## src/rtl/uop_issue_queue_pkg.sv

```systemverilog
// Shared slot layout, bundle widths and slot helpers for the uop issue queue.
//   slot_t       : packed {instr, tag, valid, spec}, 36 bits
//   slot_unpack  : raw slot bits -> slot_t
//   kill_match   : slot is hit by a mispredict squash on the given tag
package uop_issue_queue_pkg;

  localparam int unsigned MAX_PREDICT_DEPTH_BITS = 2;
  localparam int unsigned INSTR_WIDTH            = 32;
  localparam int unsigned SLOT_WIDTH             = INSTR_WIDTH + MAX_PREDICT_DEPTH_BITS + 2;
  localparam int unsigned UOP_BUF_WIDTH          = 2 * SLOT_WIDTH;

  // Field offsets inside one slot.
  localparam int unsigned SLOT_SPEC_BIT   = 0;
  localparam int unsigned SLOT_VALID_BIT  = 1;
  localparam int unsigned SLOT_TAG_LSB    = 2;
  localparam int unsigned SLOT_INSTR_LSB  = SLOT_TAG_LSB + MAX_PREDICT_DEPTH_BITS;

  typedef logic [MAX_PREDICT_DEPTH_BITS-1:0] tag_t;

  typedef struct packed {
    logic [INSTR_WIDTH-1:0] instr;
    tag_t                   tag;
    logic                   valid;
    logic                   spec;
  } slot_t;

  function automatic slot_t slot_unpack(input logic [SLOT_WIDTH-1:0] raw);
    return slot_t'(raw);
  endfunction

  function automatic logic kill_match(input slot_t s, input logic kv, input tag_t kt);
    return kv && s.spec && (s.tag == kt);
  endfunction

endpackage

```

## src/rtl/uop_issue_queue_if.sv

```systemverilog
// Producer/consumer/control bundle of the uop issue queue.
//   slave  : queue side (takes bundles, presents head slot, obeys kill/flush)
//   master : environment side (microcode unit, decode stage, branch unit)
interface uop_issue_queue_if #(
  parameter int unsigned DEPTH = 8
);
  import uop_issue_queue_pkg::*;

  localparam int unsigned CNT_W = $clog2(DEPTH) + 1;

  logic [UOP_BUF_WIDTH-1:0] in_bundle;
  logic                     in_valid;
  logic                     in_ready;
  logic [INSTR_WIDTH-1:0]   out_instr;
  tag_t                     out_tag;
  logic                     out_spec;
  logic                     out_valid;
  logic                     out_ready;
  logic                     kill_valid;
  tag_t                     kill_tag;
  logic                     flush;
  logic [CNT_W-1:0]         count;

  modport slave (
    input  in_bundle, in_valid, out_ready, kill_valid, kill_tag, flush,
    output in_ready, out_instr, out_tag, out_spec, out_valid, count
  );

  modport master (
    output in_bundle, in_valid, out_ready, kill_valid, kill_tag, flush,
    input  in_ready, out_instr, out_tag, out_spec, out_valid, count
  );

endinterface

```

## src/rtl/uop_issue_queue.sv

```systemverilog
// Two-slot-wide in, one-slot-wide out circular queue of uops with
// branch-tag squash and full flush.
//   clk, reset : clock, synchronous active-high reset
//   bus        : uop_issue_queue_if.slave (bundle in, head slot out,
//                kill/flush control, occupancy count)
module uop_issue_queue #(
  parameter int unsigned DEPTH = 8
) (
  input  logic               clk,
  input  logic               reset,
  uop_issue_queue_if.slave   bus
);
  import uop_issue_queue_pkg::*;

  localparam int unsigned PTR_W = $clog2(DEPTH);
  localparam int unsigned CNT_W = PTR_W + 1;

  slot_t            r_mem  [DEPTH];
  logic             r_live [DEPTH];
  logic [PTR_W-1:0] r_head;
  logic [PTR_W-1:0] r_tail;
  logic [CNT_W-1:0] r_count;

  slot_t            w_old;
  slot_t            w_yng;
  logic [CNT_W-1:0] w_free;
  logic             w_in_ready;
  logic             w_enq;
  logic             w_wr_old;
  logic             w_wr_yng;
  logic [PTR_W-1:0] w_yng_idx;
  logic [PTR_W-1:0] w_tail_nxt;
  logic             w_nonempty;
  logic             w_head_live;
  logic             w_head_hit;
  logic             w_out_valid;
  logic             w_pop;
  logic [CNT_W-1:0] w_count_nxt;

  // Accept, enqueue placement, issue and pop decisions.
  always_comb begin
    w_old       = slot_unpack(bus.in_bundle[UOP_BUF_WIDTH-1:SLOT_WIDTH]);
    w_yng       = slot_unpack(bus.in_bundle[SLOT_WIDTH-1:0]);
    w_free      = CNT_W'(DEPTH) - r_count;
    w_in_ready  = (w_free >= CNT_W'(2)) && !bus.flush;
    w_enq       = bus.in_valid && w_in_ready;
    w_wr_old    = w_enq && w_old.valid;
    w_wr_yng    = w_enq && w_yng.valid;
    // Younger slot packs behind the older one, or takes tail if older is empty.
    w_yng_idx   = r_tail + PTR_W'(w_wr_old);
    w_tail_nxt  = r_tail + PTR_W'(w_wr_old) + PTR_W'(w_wr_yng);

    w_nonempty  = (r_count != '0);
    w_head_live = r_live[r_head] && r_mem[r_head].valid;
    w_head_hit  = kill_match(r_mem[r_head], bus.kill_valid, bus.kill_tag);
    w_out_valid = w_nonempty && w_head_live && !w_head_hit;
    // Live head leaves on handshake; dead head is drained without handshake.
    w_pop       = (w_out_valid && bus.out_ready) || (w_nonempty && !w_head_live);
    w_count_nxt = r_count + CNT_W'(w_wr_old) + CNT_W'(w_wr_yng) - CNT_W'(w_pop);
  end

  // Storage, pointers and occupancy.
  always_ff @(posedge clk) begin
    if (reset || bus.flush) begin
      r_head  <= '0;
      r_tail  <= '0;
      r_count <= '0;
      for (int unsigned i = 0; i < DEPTH; i++) begin
        r_mem[i]  <= '0;
        r_live[i] <= 1'b0;
      end
    end else begin
      for (int unsigned i = 0; i < DEPTH; i++) begin
        if (kill_match(r_mem[i], bus.kill_valid, bus.kill_tag)) begin
          r_live[i] <= 1'b0;
        end
      end
      if (w_pop) begin
        r_live[r_head] <= 1'b0;
      end
      // New slots land in free entries only, so these never collide with the pop.
      if (w_wr_old) begin
        r_mem[r_tail]  <= w_old;
        r_live[r_tail] <= !kill_match(w_old, bus.kill_valid, bus.kill_tag);
      end
      if (w_wr_yng) begin
        r_mem[w_yng_idx]  <= w_yng;
        r_live[w_yng_idx] <= !kill_match(w_yng, bus.kill_valid, bus.kill_tag);
      end
      r_head  <= r_head + PTR_W'(w_pop);
      r_tail  <= w_tail_nxt;
      r_count <= w_count_nxt;
    end
  end

  // Head fields read zero while the queue is empty.
  assign bus.in_ready  = w_in_ready;
  assign bus.out_valid = w_out_valid;
  assign bus.out_instr = w_nonempty ? r_mem[r_head].instr : '0;
  assign bus.out_tag   = w_nonempty ? r_mem[r_head].tag   : '0;
  assign bus.out_spec  = w_nonempty ? r_mem[r_head].spec  : 1'b0;
  assign bus.count     = r_count;

endmodule

```

## src/flat_wrapper.sv

```systemverilog
// flat-port wrapper written by rule: the top's interface ports become plain ports
module uop_issue_queue_flat import uop_issue_queue_pkg::*;
#(
  parameter int unsigned DEPTH = 8
)
  (clk, reset, bus_in_bundle, bus_in_valid, bus_out_ready, bus_kill_valid, bus_kill_tag, bus_flush, bus_in_ready, bus_out_instr, bus_out_tag, bus_out_spec, bus_out_valid, bus_count);
  uop_issue_queue_if #(.DEPTH(DEPTH)) bus_i ();
  input  logic clk;
  input  logic reset;
  input wire logic [$bits(bus_i.in_bundle)-1:0] bus_in_bundle;
  input wire logic [$bits(bus_i.in_valid)-1:0] bus_in_valid;
  input wire logic [$bits(bus_i.out_ready)-1:0] bus_out_ready;
  input wire logic [$bits(bus_i.kill_valid)-1:0] bus_kill_valid;
  input wire logic [$bits(bus_i.kill_tag)-1:0] bus_kill_tag;
  input wire logic [$bits(bus_i.flush)-1:0] bus_flush;
  output wire logic [$bits(bus_i.in_ready)-1:0] bus_in_ready;
  output wire logic [$bits(bus_i.out_instr)-1:0] bus_out_instr;
  output wire logic [$bits(bus_i.out_tag)-1:0] bus_out_tag;
  output wire logic [$bits(bus_i.out_spec)-1:0] bus_out_spec;
  output wire logic [$bits(bus_i.out_valid)-1:0] bus_out_valid;
  output wire logic [$bits(bus_i.count)-1:0] bus_count;
  assign bus_i.in_bundle = bus_in_bundle;
  assign bus_i.in_valid = bus_in_valid;
  assign bus_i.out_ready = bus_out_ready;
  assign bus_i.kill_valid = bus_kill_valid;
  assign bus_i.kill_tag = bus_kill_tag;
  assign bus_i.flush = bus_flush;
  assign bus_in_ready = bus_i.in_ready;
  assign bus_out_instr = bus_i.out_instr;
  assign bus_out_tag = bus_i.out_tag;
  assign bus_out_spec = bus_i.out_spec;
  assign bus_out_valid = bus_i.out_valid;
  assign bus_count = bus_i.count;
  uop_issue_queue #(.DEPTH(DEPTH)) u_core (.clk(clk), .reset(reset), .bus(bus_i));
endmodule
```

## config.mk

```make
export PLATFORM = sky130hd
export DESIGN_NAME = uop_issue_queue_flat
export DESIGN_NICKNAME = d
export VERILOG_FILES = /design/src/rtl/uop_issue_queue_pkg.sv /design/src/rtl/uop_issue_queue_if.sv /design/src/rtl/uop_issue_queue.sv /design/src/flat_wrapper.sv
export SDC_FILE = /design/constraint.sdc
export NUM_CORES = 1
export LEC_CHECK = 0
export ABC_AREA = 1
export BUFFER_PORTS_ARGS = -buffer_cell sky130_fd_sc_hd__buf_2
export CORE_MARGIN = 3
export CORE_UTILIZATION = 60
export DETAILED_ROUTE_END_ITERATION = 16
export PLACE_DENSITY = 0.77
export RECOVER_POWER = 50
export SYNTH_ARGS = -nofsm -noshare
export SYNTH_HDL_FRONTEND = slang
export SYNTH_SLANG_ARGS = --single-unit
```

## constraint.sdc

```tcl
create_clock -name clk -period 9.03 [get_ports clk]
set_clock_uncertainty 0.2 [all_clocks]
set_input_delay 1.3545 -clock clk [delete_from_list [all_inputs] [get_ports clk]]
set_output_delay 1.3545 -clock clk [all_outputs]
set_load 0.01 [all_outputs]
```

; ---- Yosys cells after proc, flatten, opt, wreduce, memory -nomap -nowiden
; Memories as Yosys holds them, arrays and structs flattened. A register that Yosys moved wholly into a read port is not among the register bits.
; Index checks and enable logic that the tools add are counted.
; Widths: inputs -> output; s select.
[classes]
n_mux = 54
shift = 0
order_cmp = 1
add_sub_neg = 7
n_eq_ne = 11
n_reduce_logical = 41
multipliers = 0
div_mod_pow = 0
bitwise = 8
[ops]
columns = operator, count
row1 = $mux 36, 2
row2 = $reduce_or 36->1, 2
row3 = $mux 1, 46
row4 = $mux 32, 1
row5 = $logic_and 1x1->1, 31
row6 = $eq 2x2->1, 11
row7 = $mux 3, 4
row8 = $add 3x1->3, 3
row9 = $add 4x1->4, 2
row10 = $or 1x1->1, 8
row11 = $logic_not 1->1, 5
row12 = $ge 4x2->1 const B, 1
row13 = $reduce_bool 4->1, 1
row14 = $sub 4x1->4, 1
row15 = $sub 4x4->4 const A, 1
row16 = $logic_or 1x1->1, 2
row17 = $mux 2, 1
[word_totals]
input_bits = 80
regBits = 10
elab_cells = 127
memories = 2
latchBits = 0
romBits = 0
ramBits = 296
[memory_table]
columns = name, depth, word_bits, read_ports, rd_clocked_by_memory_dff, wr, line_no
row1 = u_core.r_mem, 8, 36, 9, 1, 8, uop_issue_queue.sv:18  ; slot_t r_mem [DEPTH];
row2 = u_core.r_live, 8, 1, 1, 1, 11, uop_issue_queue.sv:19  ; logic r_live [DEPTH];

; ---- Longest topological paths before layout
[logic_depth]
word_depth = 10
mapped_depth = 20

; ---- Least setup slack after synthesis
; OpenSTA, ideal clock, no wires.
[synth_timing]
kind = input port to flip-flop
startpoint = in bus_flush
endpoint = mem u_core.r_mem[1][0] in the netlist's numbering, enable pin
path_slack_ns = 4.494
setup_ns = 0.399
n_path_buf = 1
cell_stages = 12
arrival_ns = 3.937
cell_sequence = a21oi_4 nand3_2 inv_1 ha_1 ha_1 or2_2 nand2_1 nand2_1 nor2_1 nand2_2 clkbuf_1 nand3_1
[synth_lines]
columns = element, line_no
row1 = from (decl), flat_wrapper.sv:15  ; input wire logic [$bits(bus_i.flush)-1:0] bus_flush;
row2 = to (decl), uop_issue_queue.sv:18

==> summary.txt <==
Outcome
  • Status: finished with violations
  • Failing checks: max-capacitance violations, max-slew violations

Clock network
  • Clock Tree Buf Depth: 3
  • Num CTS Buffers: 34
  • Setup bufs post-CTS: 0
  • H-Tree Depth: 2
  • Cts hold-fix bufs: 0
  • Reg clk slew, reported paths: 0.06 ns
  • Worst skew pair latency: 0.51 ns
  • Clock root buffer: clkbuf_16
  • CTS tree: built
  • Resize count post-CTS: 0
  • CTS sink cnt: between 300 and 400

Floorplanning
  • IO Count: 121
  • Num rows: 60
  • Core footprint: around 27000 um2
  • Die width: about 170 um
  • Die height: 172.5 um
  • Starting Density: 61.36%
  • Die area: 29750 um2

Route
  • WL/cell: ~25 um
  • Routed wl met2: approximately 26000 um
  • First drt pass iteration count: 7
  • Routed Antenna Nets: 0
  • Routed vias: between 15000 and 20000
  • M1 WL: between 15000 and 20000 um
  • Final wirelength: between 50000 and 60000 um
  • DRC viols: 0
  • DR vias/cell: around 6.6
  • Max Used Layer: met4
  • Met3 wire length: between 9000 and 10000 um
  • Initial drt markers: ~2900

Place
  • Gpl congestion: around 0.93
  • Number of buffers added on ports: 120
  • Dpl ws: roughly 4.1 ns
  • DP HPWL: ~33000 um
  • Placed cells: approximately 2300

Synthesis
  • Synth warnings: 0
  • Share of the synthesized area in the top cell type: around 53%
  • Sequential share of the synthesized area: 54.66%
  • Register bit total from synthesis: approximately 310
  • Top-count cell post-synth: nand2_1
  • Synth top area cells: edfxtp_1 53%, nand2_1 16%, nand3_1 9.1%
  • Top_reg_cell synth: edfxtp_1
  • Post-synth EDFFs: 296
  • Synth cell types: between 40 and 50
  • Post-Syn Nets: between 2000 and 2500
  • Syn Area/Cell: 8.580 um2
  • Asr flop ratio synth: 0%
  • Mapped cell area: around 17000 um2
  • Commonest cells post-synth: 721 x nand2_1, 302 x nand3_1, 296 x edfxtp_1
  • Cell taking the most area after synthesis: edfxtp_1
  • Post-Syn Instances: 1938

Min path
  • Worst hold path depth: 3
  • Hold Crit Class: register to register

Layout
  • Layout filler cell count: about 2200
  • Fin cells: about 2300
  • Multi-input combinational cell area: approximately 6400 um2
  • Total Nets Final: 2037
  • Area Growth Syn to Fin: 9.345%
  • Layout cells sized above 1: between 10% and 20%
  • Storage cell area: slightly above 9000 um2

Timing
  • Setup ws final: 2.100 ns
  • Max Clk Rate: between 0.1 and 0.15 GHz
  • Slew headroom: -104.7%
  • RSZ-0062 raised after global routing: no
  • Tmin final: roughly 6.9 ns
  • Total Neg Setup Slack: 0 ns
  • Max Slew Vio Count: approximately 360
  • Hold Vio Cnt, Final: 0
  • Final Cycle Share: between 70% and 80%
  • Setup-failing EPs final: 0
  • Worst-margin pin slew: 3.071 ns
  • WHS: ~0.42 ns

Critical path
  • Crit-path slowest cell: clkbuf_1
  • Max FO, Critical Path: 39
  • Critical path cell sequence: inv_1 -> ha_1 -> nor2_1 -> nand2_1 -> nor2_1 -> a21oi_4 -> nand3_1 -> inv_1 -> ha_1 -> ha_1 -> nand2_1 -> nand2_1 -> nand2_1 -> nor2_1 -> nand2_1 -> clkbuf_1 -> nand3_2 -> buf_4
  • CP most frequent cell: nand2_1
  • Kind of end point of the critical path: register
  • Max incr delay on CP: about 2.2 ns
  • Flop2flop setup slack: between 2 and 2.5 ns
  • Delay-heaviest family, CP: buffers and inverters
  • Critical path depth: 18
  • Worst r2r path cells: 18
  • WS Path Type: register to register
  • Req. time, crit path: 9.05 ns
  • CP arrival: 6.95 ns
  • Worst Setup Start Kind: register
  • CP Buf/Inv Count: 4

Global routing
  • Vias in the first global route: roughly 14000
  • Gr usage total: roughly two fifths
  • Largest net degree at the start of global routing: between 40 and 50
  • Gr ovfl total: 0
  • First-pass GRT wire length: 85220 um
  • Initial antenna violation count: 0

Flow run
  • Max-Cap Viols: 10

Power
  • Pwr Total: between 3 and 4 mW
  • Max VDD drop: between 0.15 and 0.2 mV
  • Power density over the cells: 203.8 nW/um2
  • P_leak: about 8 nW
-- worst register-to-register path, delay by kind of cell, from the launching register on --
family	cells	cell delay, ns
flip-flops	1	0.38
AND/OR/NAND/NOR	10	2.32
buffers and inverters	4	2.98
AO/OA/AOI/OAI	1	0.09
adder cells (fa/ha/maj)	3	0.66
-- stage by stage --
step | instance area [um2] | util, %
after floorplan | 16630 | -
after global placement | 17260 | 63.67
after detailed placement | 17260 | 63.67
after CTS | 18260 | 67.37
after global routing | 18180 | 67.07
final | 18180 | 67.09
-- cells by family (layout without fill, tap and decap cells) --
kind of cell	count (synthesis)	in the layout	synth area share [%]
simple gates	1126	1126	28.38
flops	306	306	54.66
buf+inv	297	325	7.314
compound gates	193	193	8.397
fa+ha+maj	14	14	1.144
xor+xnor	2	2	0.1054
other cells	0	2	0
-- power by group --
| group | internal, mW | total [mW] | switching, mW |
|---|---|---|---|
| sequential | 1.63 | 1.67 | 0.0322 |
| combinational | 0.191 | 0.731 | 0.540 |
| clock | 0.738 | 1.31 | 0.570 |
| total | 2.56 | 3.71 | 1.14 |
-- path summary, 6_finish.rpt --
check,from,end
worst max-delay path,u_core.bus.count[1],u_core.r_mem[3][26]
worst min-delay path,u_core.bus.count[3],u_core.bus.count[3]
worst max register to register,u_core.bus.count[1],u_core.r_mem[3][26]
worst min register to register,u_core.bus.count[3],u_core.bus.count[3]
-- metal layers --
metal	global-route usage, %	up-vias
li1	-	6641
met1	50.93	7093
met2	58.89	1447
met3	10.63	253
met4	17.32	0
met5	0	-
-- placed cells by master (no fill, tap or decap), types with 31 or more instances in the layout --
cell       instances
nand2_1          723
nand3_1          296
edfxtp_1         296
buf_2            112
inv_1             97
nor2_1            57
clkbuf_16         35
o21ai_0           34
a22oi_1           34
a221oi_1          31
-- area by class of cell --
type | instances | area share (%)
sequential | 306 | 49.99
multi-input combinational | 1335 | 35.15
clock buffer | 44 | 5.003
timing repair buffer | 155 | 4.466
tap | 372 | 2.560
inverter | 111 | 2.292
clock inverter | 15 | 0.5161
antenna | 2 | 0.02753
-- registers in the layout, indices dropped and copies added, names as in the netlist --
name / count
u_core.bus.count: 4
u_core.r_live: 8
u_core.r_head: 3
u_core.r_mem: 288
u_core.r_tail: 3
Power figures use the tool's default switching activity.
